## config.mk

```make
export PLATFORM = sky130hd
export DESIGN_NAME = piso_bit_serializer
export DESIGN_NICKNAME = d
export VERILOG_FILES = /design/src/rtl/piso_pkg.sv /design/src/rtl/piso_bit_serializer.sv
export SDC_FILE = /design/constraint.sdc
export NUM_CORES = 1
export LEC_CHECK = 0
export CAP_MARGIN = 20
export CORE_MARGIN = 2
export CORE_UTILIZATION = 41
export DETAILED_ROUTE_END_ITERATION = 6
export GPL_TIMING_DRIVEN = 0
export MAX_ROUTING_LAYER = met4
export PLACE_DENSITY = 0.68
export SKIP_CTS_REPAIR_TIMING = 1
export SYNTH_ARGS = -nofsm -noshare
export SYNTH_HDL_FRONTEND = slang
export SYNTH_SLANG_ARGS = --single-unit
```

## constraint.sdc

```tcl
create_clock -name clk -period 1.27 [get_ports clk]
set_input_delay 0.254 -clock clk [delete_from_list [all_inputs] [get_ports clk]]
set_output_delay 0.254 -clock clk [all_outputs]
set_load 0.01 [all_outputs]
```

## src/rtl/piso_pkg.sv

```systemverilog
// Shared definitions for the parallel-in/serial-out bit serializer.
// State encoding is fixed here so that the serializer and any block
// observing its state agree on the values.
package piso_pkg;

    // Default word width of the serializer.
    localparam int WIDTH_DEFAULT = 8;

    // State encoding.
    localparam logic [1:0] IDLE   = 2'd0;
    localparam logic [1:0] SHIFT  = 2'd1;
    localparam logic [1:0] PARITY = 2'd2;

    typedef enum logic [1:0] {
        ST_IDLE   = IDLE,
        ST_SHIFT  = SHIFT,
        ST_PARITY = PARITY
    } state_t;

endpackage

```

## src/rtl/piso_bit_serializer.sv

```systemverilog
// Parallel-in/serial-out bit serializer.
// Accepts a WIDTH-bit word over a valid/ready handshake and emits it one bit
// per clock on sout with sout_valid. A new word may be accepted in the cycle
// that presents the final serial bit, so consecutive words stream without a gap.
// Optional feature macro: PISO_SER_PARITY_EN appends an even-parity bit after
// the data bits (word period WIDTH+1 instead of WIDTH).
module piso_bit_serializer
    import piso_pkg::*;
#(
    parameter int   WIDTH     = WIDTH_DEFAULT,
    parameter bit   MSB_FIRST = 1'b1,
    parameter logic IDLE_BIT  = 1'b0
) (
    input  logic             clk,
    input  logic             rst,
    input  logic [WIDTH-1:0] din,
    input  logic             din_valid,
    output logic             din_ready,
    output logic             sout,
    output logic             sout_valid,
    output logic             busy,
    output logic             word_done
);

    localparam int CNT_W = $clog2(WIDTH);
    localparam logic [CNT_W-1:0] CNT_LOAD = CNT_W'(WIDTH - 1);
    localparam logic [CNT_W-1:0] CNT_ONE  = CNT_W'(1);

    state_t           r_state;
    state_t           w_state_next;
    logic [CNT_W-1:0] r_count;
    logic [CNT_W-1:0] w_count_next;
    logic [WIDTH-1:0] r_shift;
    logic [WIDTH-1:0] w_shift_next;
    logic             r_sout;
    logic             w_sout_next;
    logic             r_sout_valid;
    logic             w_sout_valid_next;

`ifdef PISO_SER_PARITY_EN
    logic             r_parity;
    logic             w_parity_next;
`endif

    logic             w_accept;
    logic             w_final;
    logic             w_first_bit;
    logic             w_next_bit;
    logic [WIDTH-1:0] w_load_shift;
    logic [WIDTH-1:0] w_adv_shift;

    // Bit-order selection: the shift register always holds the bits still to
    // be sent, aligned so the next one sits at the outgoing end.
    generate
        if (MSB_FIRST) begin : g_msb_first
            assign w_first_bit  = din[WIDTH-1];
            assign w_load_shift = din << 1;
            assign w_next_bit   = r_shift[WIDTH-1];
            assign w_adv_shift  = r_shift << 1;
        end else begin : g_lsb_first
            assign w_first_bit  = din[0];
            assign w_load_shift = din >> 1;
            assign w_next_bit   = r_shift[0];
            assign w_adv_shift  = r_shift >> 1;
        end
    endgenerate

    // The cycle presenting the last serial bit of a word.
`ifdef PISO_SER_PARITY_EN
    assign w_final = (r_state == ST_PARITY);
`else
    assign w_final = (r_state == ST_SHIFT) && (r_count == '0);
`endif

    // Ready in IDLE or on the final bit; held low while reset is asserted.
    assign din_ready = rst && ((r_state == ST_IDLE) || w_final);
    assign w_accept  = din_valid && din_ready;

    assign sout       = r_sout;
    assign sout_valid = r_sout_valid;
    assign busy       = (r_state != ST_IDLE);
    assign word_done  = w_final;

    // Next-state and datapath decode. din_ready is only high in IDLE or on
    // the final bit, so an accept can only occur in those cycles; the load
    // at the bottom therefore overrides exactly those branches.
    always_comb begin
        w_state_next      = r_state;
        w_count_next      = r_count;
        w_shift_next      = r_shift;
        w_sout_next       = IDLE_BIT;
        w_sout_valid_next = 1'b0;
`ifdef PISO_SER_PARITY_EN
        w_parity_next     = r_parity;
`endif

        case (r_state)
            ST_IDLE: begin
                w_state_next = ST_IDLE;
            end
            ST_SHIFT: begin
                if (r_count != '0) begin
                    w_sout_next       = w_next_bit;
                    w_sout_valid_next = 1'b1;
                    w_shift_next      = w_adv_shift;
                    w_count_next      = r_count - CNT_ONE;
                end else begin
`ifdef PISO_SER_PARITY_EN
                    w_state_next      = ST_PARITY;
                    w_sout_next       = r_parity;
                    w_sout_valid_next = 1'b1;
`else
                    w_state_next      = ST_IDLE;
`endif
                end
            end
`ifdef PISO_SER_PARITY_EN
            ST_PARITY: begin
                w_state_next = ST_IDLE;
            end
`endif
            default: begin
                w_state_next = ST_IDLE;
            end
        endcase

        if (w_accept) begin
            w_state_next      = ST_SHIFT;
            w_count_next      = CNT_LOAD;
            w_shift_next      = w_load_shift;
            w_sout_next       = w_first_bit;
            w_sout_valid_next = 1'b1;
`ifdef PISO_SER_PARITY_EN
            w_parity_next     = ^din;
`endif
        end
    end

    // State register with asynchronous active-low reset.
    always_ff @(posedge clk or negedge rst) begin
        if (!rst) begin
            r_state <= ST_IDLE;
        end else begin
            r_state <= w_state_next;
        end
    end

    // Datapath registers: counter, shift register and registered serial outputs.
    always_ff @(posedge clk or negedge rst) begin
        if (!rst) begin
            r_count      <= '0;
            r_shift      <= '0;
            r_sout       <= IDLE_BIT;
            r_sout_valid <= 1'b0;
        end else begin
            r_count      <= w_count_next;
            r_shift      <= w_shift_next;
            r_sout       <= w_sout_next;
            r_sout_valid <= w_sout_valid_next;
        end
    end

`ifdef PISO_SER_PARITY_EN
    // Parity of the word in flight, captured when the word is accepted.
    always_ff @(posedge clk or negedge rst) begin
        if (!rst) begin
            r_parity <= 1'b0;
        end else begin
            r_parity <= w_parity_next;
        end
    end
`endif

endmodule
```

# Word-level counts from Yosys, hierarchy flattened
# Index checks and enable logic that the tools add are counted.
# op_classes
magnitude_cmp,0
n_shift,0
addsub,1
bitwise,0
n_eq_ne,2
n_mux,15
div,0
reduce_logical,11
n_mul,0
# op_table
operator,count
$mux W8,3
$mux W3,3
$mux W1,6
$mux W2,3
$reduce_bool A2 Y1,3
$logic_and A1 B1 Y1,3
$logic_not A3 Y1,1
$ne A3 B3 Y1 const B,1
$reduce_bool A3 Y1,1
$sub A3 B1 Y3 const B,1
$eq A2 B1 Y1 const B,1
$logic_not A2 Y1,1
$reduce_and A2 Y1,1
$logic_or A1 B1 Y1,1
# totals
rom_bits,0
elab_cells,34
latch_bits,0
mem_bits_rw,0
regBits,15
input_bits,11
output_inout_bits,5
n_memories,0

# Logic depth before layout (Yosys ltp)
# logic_depth
depth_word,7
mapped_depth,6
mapped_depth_nobuf,5

# Worst setup path after synthesis
# No wires, ideal clock.
# synth_timing
path_kind,register to output
from,register r_count[0]
to,output port din_ready
path_stages_with_launch,6
slack_ns,-0.047
arrival_time_ns,1.063
required_time_ns,1.016
n_path_buf,0
path_cell_list,dfrtp_1 -> inv_1 -> ha_1 -> nand2b_4 -> and2_4 -> nor2b_1
# synth_between
elab_chain_len,4
# synth_lines
element,line,text
from (decl),piso_bit_serializer.sv:31,logic [CNT_W-1:0] r_count;
from (signal assigned),piso_bit_serializer.sv:156,r_count <= w_count_next;
$logic_not A3 Y1,piso_bit_serializer.sv:72,assign w_final = (r_state == ST_SHIFT) && (r_count == '0);
$logic_and A1 B1 Y1,piso_bit_serializer.sv:72,
$logic_or A1 B1 Y1,piso_bit_serializer.sv:76,assign din_ready = rst && ((r_state == ST_IDLE) || w_final);
$logic_and A1 B1 Y1,piso_bit_serializer.sv:76,
to (decl),piso_bit_serializer.sv:18,"output logic din_ready,"
# Every way passes these cells.

# Final worst setup path
# Same ends and word-level chain as after synthesis.

==> impl_table.tex <==
\begin{tabular}{lr}
\hline
Metric & Value \\
\hline
\multicolumn{2}{l}{\textbf{Worst hold path}} \\
Class of the tightest hold or removal check & in2reg \\
Cell depth of the worst min-delay path & 3 \\
Hold path startpoint & rst \\
End point of the most critical hold path & sout \\
\multicolumn{2}{l}{\textbf{Yosys}} \\
Total standard cell area after synthesis & about 640 sq um \\
Synthesized instance count & 60 \\
Post-synthesis area per instance & 10.7 sq um \\
Net count of the mapped netlist & 73 \\
Distinct cell type count of the synthesized netlist & 20 \\
Syn. warnings & 0 \\
Sequential area share after synthesis & 0.507 \\
Synthesis-stage register bit count & 13 \\
\multicolumn{2}{l}{\textbf{Setup path}} \\
Kind of critical path & reg2out \\
R2r endpoint & r\_shift[4] \\
Crit path arrival time & $\sim$1.3 ns \\
R2r worst-path depth & 7 \\
Highest net fanout along the worst path & 3 \\
Setup slack of the worst register-to-register path & -0.07 ns \\
Beginning of the worst register-to-register path & r\_count[0] \\
Slowest stage cell, crit path & sky130\_fd\_sc\_hd\_\_dfrtp\_1 \\
Element type at the critical path start & flip-flop \\
CP Data Required Time & 1.02 ns \\
Series of cell instances along the critical path & inv\_2, ha\_4, nand2b\_4, and2\_4, nor2b\_2, buf\_2 \\
Critical path endpoint category & output pin \\
Largest stage delay on the critical path & 0.41 ns \\
\multicolumn{2}{l}{\textbf{Job}} \\
Reported max-cap violation count & 0 \\
\multicolumn{2}{l}{\textbf{GRT}} \\
Most used routing layer in global routing & met2 \\
Global routing usage on met2 & 0.262 \\
GRT Util Overall & 0.166 \\
Total congestion overflow after global routing & 0 \\
Number of antenna violations at the first check in global routing & 0 \\
Global Route met1 Usage & 0.185 \\
Wire length of the first global-routing pass & $\sim$2200 um \\
Largest net degree at the start of global routing & 20 \\
Global routing met3 resource utilization & 0.0542 \\
Vias in the first global route & 517 \\
\multicolumn{2}{l}{\textbf{Floorplan}} \\
Top-level port count & 16 \\
Chip height & between 40 and 50 um \\
Starting utilization of the core area & 0.431 \\
Core region area & 0.00149 sq mm \\
Die extent in x & between 40 and 50 um \\
Number of core rows & 14 \\
Overall die area & about 0.0019 sq mm \\
\multicolumn{2}{l}{\textbf{Clock tree}} \\
Clock transition at the registers of the reported paths & approximately 0.080 ns \\
TritonCTS clock tree & done \\
Buffer cell driving the clock tree root & sky130\_fd\_sc\_hd\_\_clkbuf\_4 \\
Later-pin clock latency in the skew report & about 0.28 ns \\
CTS sink count & 13 \\
Total CTS buffers & 3 \\
Maximum level of the CTS H-tree & 1 \\
Buffer levels on the longest clock path & 2 \\
\multicolumn{2}{l}{\textbf{Layout}} \\
Proportion of layout cells with a drive suffix above 1 & 0.341 \\
Area Overhead vs Synth & 44.8\% \\
Commonest cells after routing, fill and taps aside & sky130\_fd\_sc\_hd\_\_dfrtp\_1 (13), sky130\_fd\_sc\_hd\_\_nand3\_1 (9), sky130\_fd\_sc\_hd\_\_clkdlybuf4s50\_1 (9) \\
Net count, final & 96 \\
Final design area excluding fillers & 930 sq um \\
Filler cell count in the final layout & 130 \\
Most common library cell in the layout ignoring fill and taps & sky130\_fd\_sc\_hd\_\_dfrtp\_1 \\
Diode count & 0 \\
Layout Utilization & 0.624 \\
\multicolumn{2}{l}{\textbf{STA}} \\
Portion of the clock cycle consumed by the worst path in the final layout & 1.26 \\
Worst Tran Pin Value & roughly 0.58 ns \\
Worst Hold Margin & 0.313 ns \\
Total setup violations reported at the end of the flow & 12 \\
Clock skew after layout & 0.00198 ns \\
Unrepaired setup endpoints after global routing & true \\
Worst slew slack as a fraction of its limit & 0.614 \\
Post-layout minimum cycle time & about 1.6 ns \\
Number of hold-slack violations in the final timing report & 0 \\
Final setup slack of the worst path & -0.329 ns \\
Count of final max-slew check failures & 0 \\
F\_max & 626 MHz \\
Total negative slack for setup checks & -1.19 ns \\
\multicolumn{2}{l}{\textbf{Placed design}} \\
Post-detail-place hpwl & 857 um \\
Worst slack, placed & -1.04 ns \\
IO Port Bufs & 15 \\
Cell area reported after detailed placement & 817 sq um \\
Placer's final routability congestion estimate & 0.723 \\
\multicolumn{2}{l}{\textbf{Drt}} \\
Final ANT Viol Nets & 0 \\
Detailed-route wire length & 1400 um \\
Via count normalized by instance count & 5.50 \\
Wire length per cell after detailed routing & 14.2 um \\
Vias post-DR & 539 \\
Initial detailed-routing violation count & 1 \\
DRC violations left & 0 \\
Iteration count of the initial detailed-routing pass & 3 \\
\multicolumn{2}{l}{\textbf{Power and ir drop}} \\
IR Drop Worst-Case VDD & 1.14 mV \\
Power density over the cells & 2200 mW/mm\^{}2 \\
Leakage dissipation & about 0.45 nW \\
\multicolumn{2}{l}{\textbf{Outcome}} \\
Run status & finished, violations left \\
Failing checks & negative setup slack \\
\hline
\end{tabular}
[synthesized netlist by cell type]
| master | count | share of area |
|---|---|---|
| sky130_fd_sc_hd__buf_6 | 2 | 0.035 |
| sky130_fd_sc_hd__o21ai_1 | 7 | 0.055 |
| sky130_fd_sc_hd__nand2_2 | 1 | 0.0098 |
| sky130_fd_sc_hd__ha_1 | 2 | 0.039 |
| sky130_fd_sc_hd__mux2i_1 | 6 | 0.094 |
| sky130_fd_sc_hd__nand2b_4 | 1 | 0.021 |
| sky130_fd_sc_hd__nand3_1 | 9 | 0.070 |
| sky130_fd_sc_hd__nor2b_1 | 1 | 0.0098 |
| sky130_fd_sc_hd__dfrtp_1 | 13 | 0.51 |
| sky130_fd_sc_hd__buf_2 | 1 | 0.0078 |
| sky130_fd_sc_hd__and2_4 | 1 | 0.014 |
| sky130_fd_sc_hd__nand2b_1 | 2 | 0.019 |
| sky130_fd_sc_hd__a21oi_1 | 4 | 0.031 |
| sky130_fd_sc_hd__o22a_2 | 1 | 0.016 |
| sky130_fd_sc_hd__o21ai_0 | 1 | 0.0078 |
| sky130_fd_sc_hd__nor2_1 | 1 | 0.0058 |
| sky130_fd_sc_hd__a221oi_1 | 2 | 0.027 |
| sky130_fd_sc_hd__nand2_1 | 1 | 0.0058 |
| sky130_fd_sc_hd__inv_1 | 3 | 0.018 |
| sky130_fd_sc_hd__nor3_1 | 1 | 0.0078 |
[routing by layer]
layer / part of all wire / up-vias
li1: - / 259
met1: 0.43 / 264
met2: 0.50 / 12
met3: 0.057 / 4
met4: 0.018 / 0
met5: 0 / -
[cell type report]
type                            instances  area (sq um)  area share
Clock buffer                            4          26.3      0.0283
Inverter                                3          11.3      0.0121
Timing Repair Buffer                   18           185       0.199
Sequential cell                        13           325       0.350
Tap cell                               16          20.0      0.0215
Multi-Input combinational cell         41           325       0.350
Buffer                                  3          36.3      0.0390
[power breakdown]
group	internal, W	leakage, nW	switching (W)
registers	0.000574	0.161	0.0000899
logic	0.000609	0.272	0.000516
clock network	0.000122	0.0150	0.000139
[metrics by stage]
stage	power [W]	cells
final	0.00205	98
after global routing	0.00221	98
after CTS	0.00176	95
after detailed placement	0.00149	91
after global placement	0.00147	91
after floorplan	0.00122	60
[sequential cells by signal, summed over array words and instances, names as in the netlist]
signal / flops
r_count: 3
sout_valid: 1
r_shift: 7
sout: 1
r_state: 1
[cell families after synthesis]
kind of cell | count (synthesis) | share of synthesized area
flops | 13 | 0.507
mux | 6 | 0.0936
buf+inv | 6 | 0.0604
compound gates | 15 | 0.136
simple gates | 18 | 0.164
fa+ha+maj | 2 | 0.0390
[critical path: cells and delay by family (launching register included)]
kind | cells | cell delay [ns]
fa+ha+maj | 1 | 0.15
buf+inv | 2 | 0.21
flops | 1 | 0.41
simple gates | 3 | 0.29
[worst max-delay path by stage]
stage,endpoint,depth (start not counted),from
after detailed placement,din_ready,3,rst
after global placement,din_ready,3,rst
after global routing,din_ready,6,r_count[0]
after floorplan,din_ready,5,r_count[0]
after CTS,din_ready,3,rst
final,din_ready,6,r_count[0]
(Power assumes the default switching activity.)
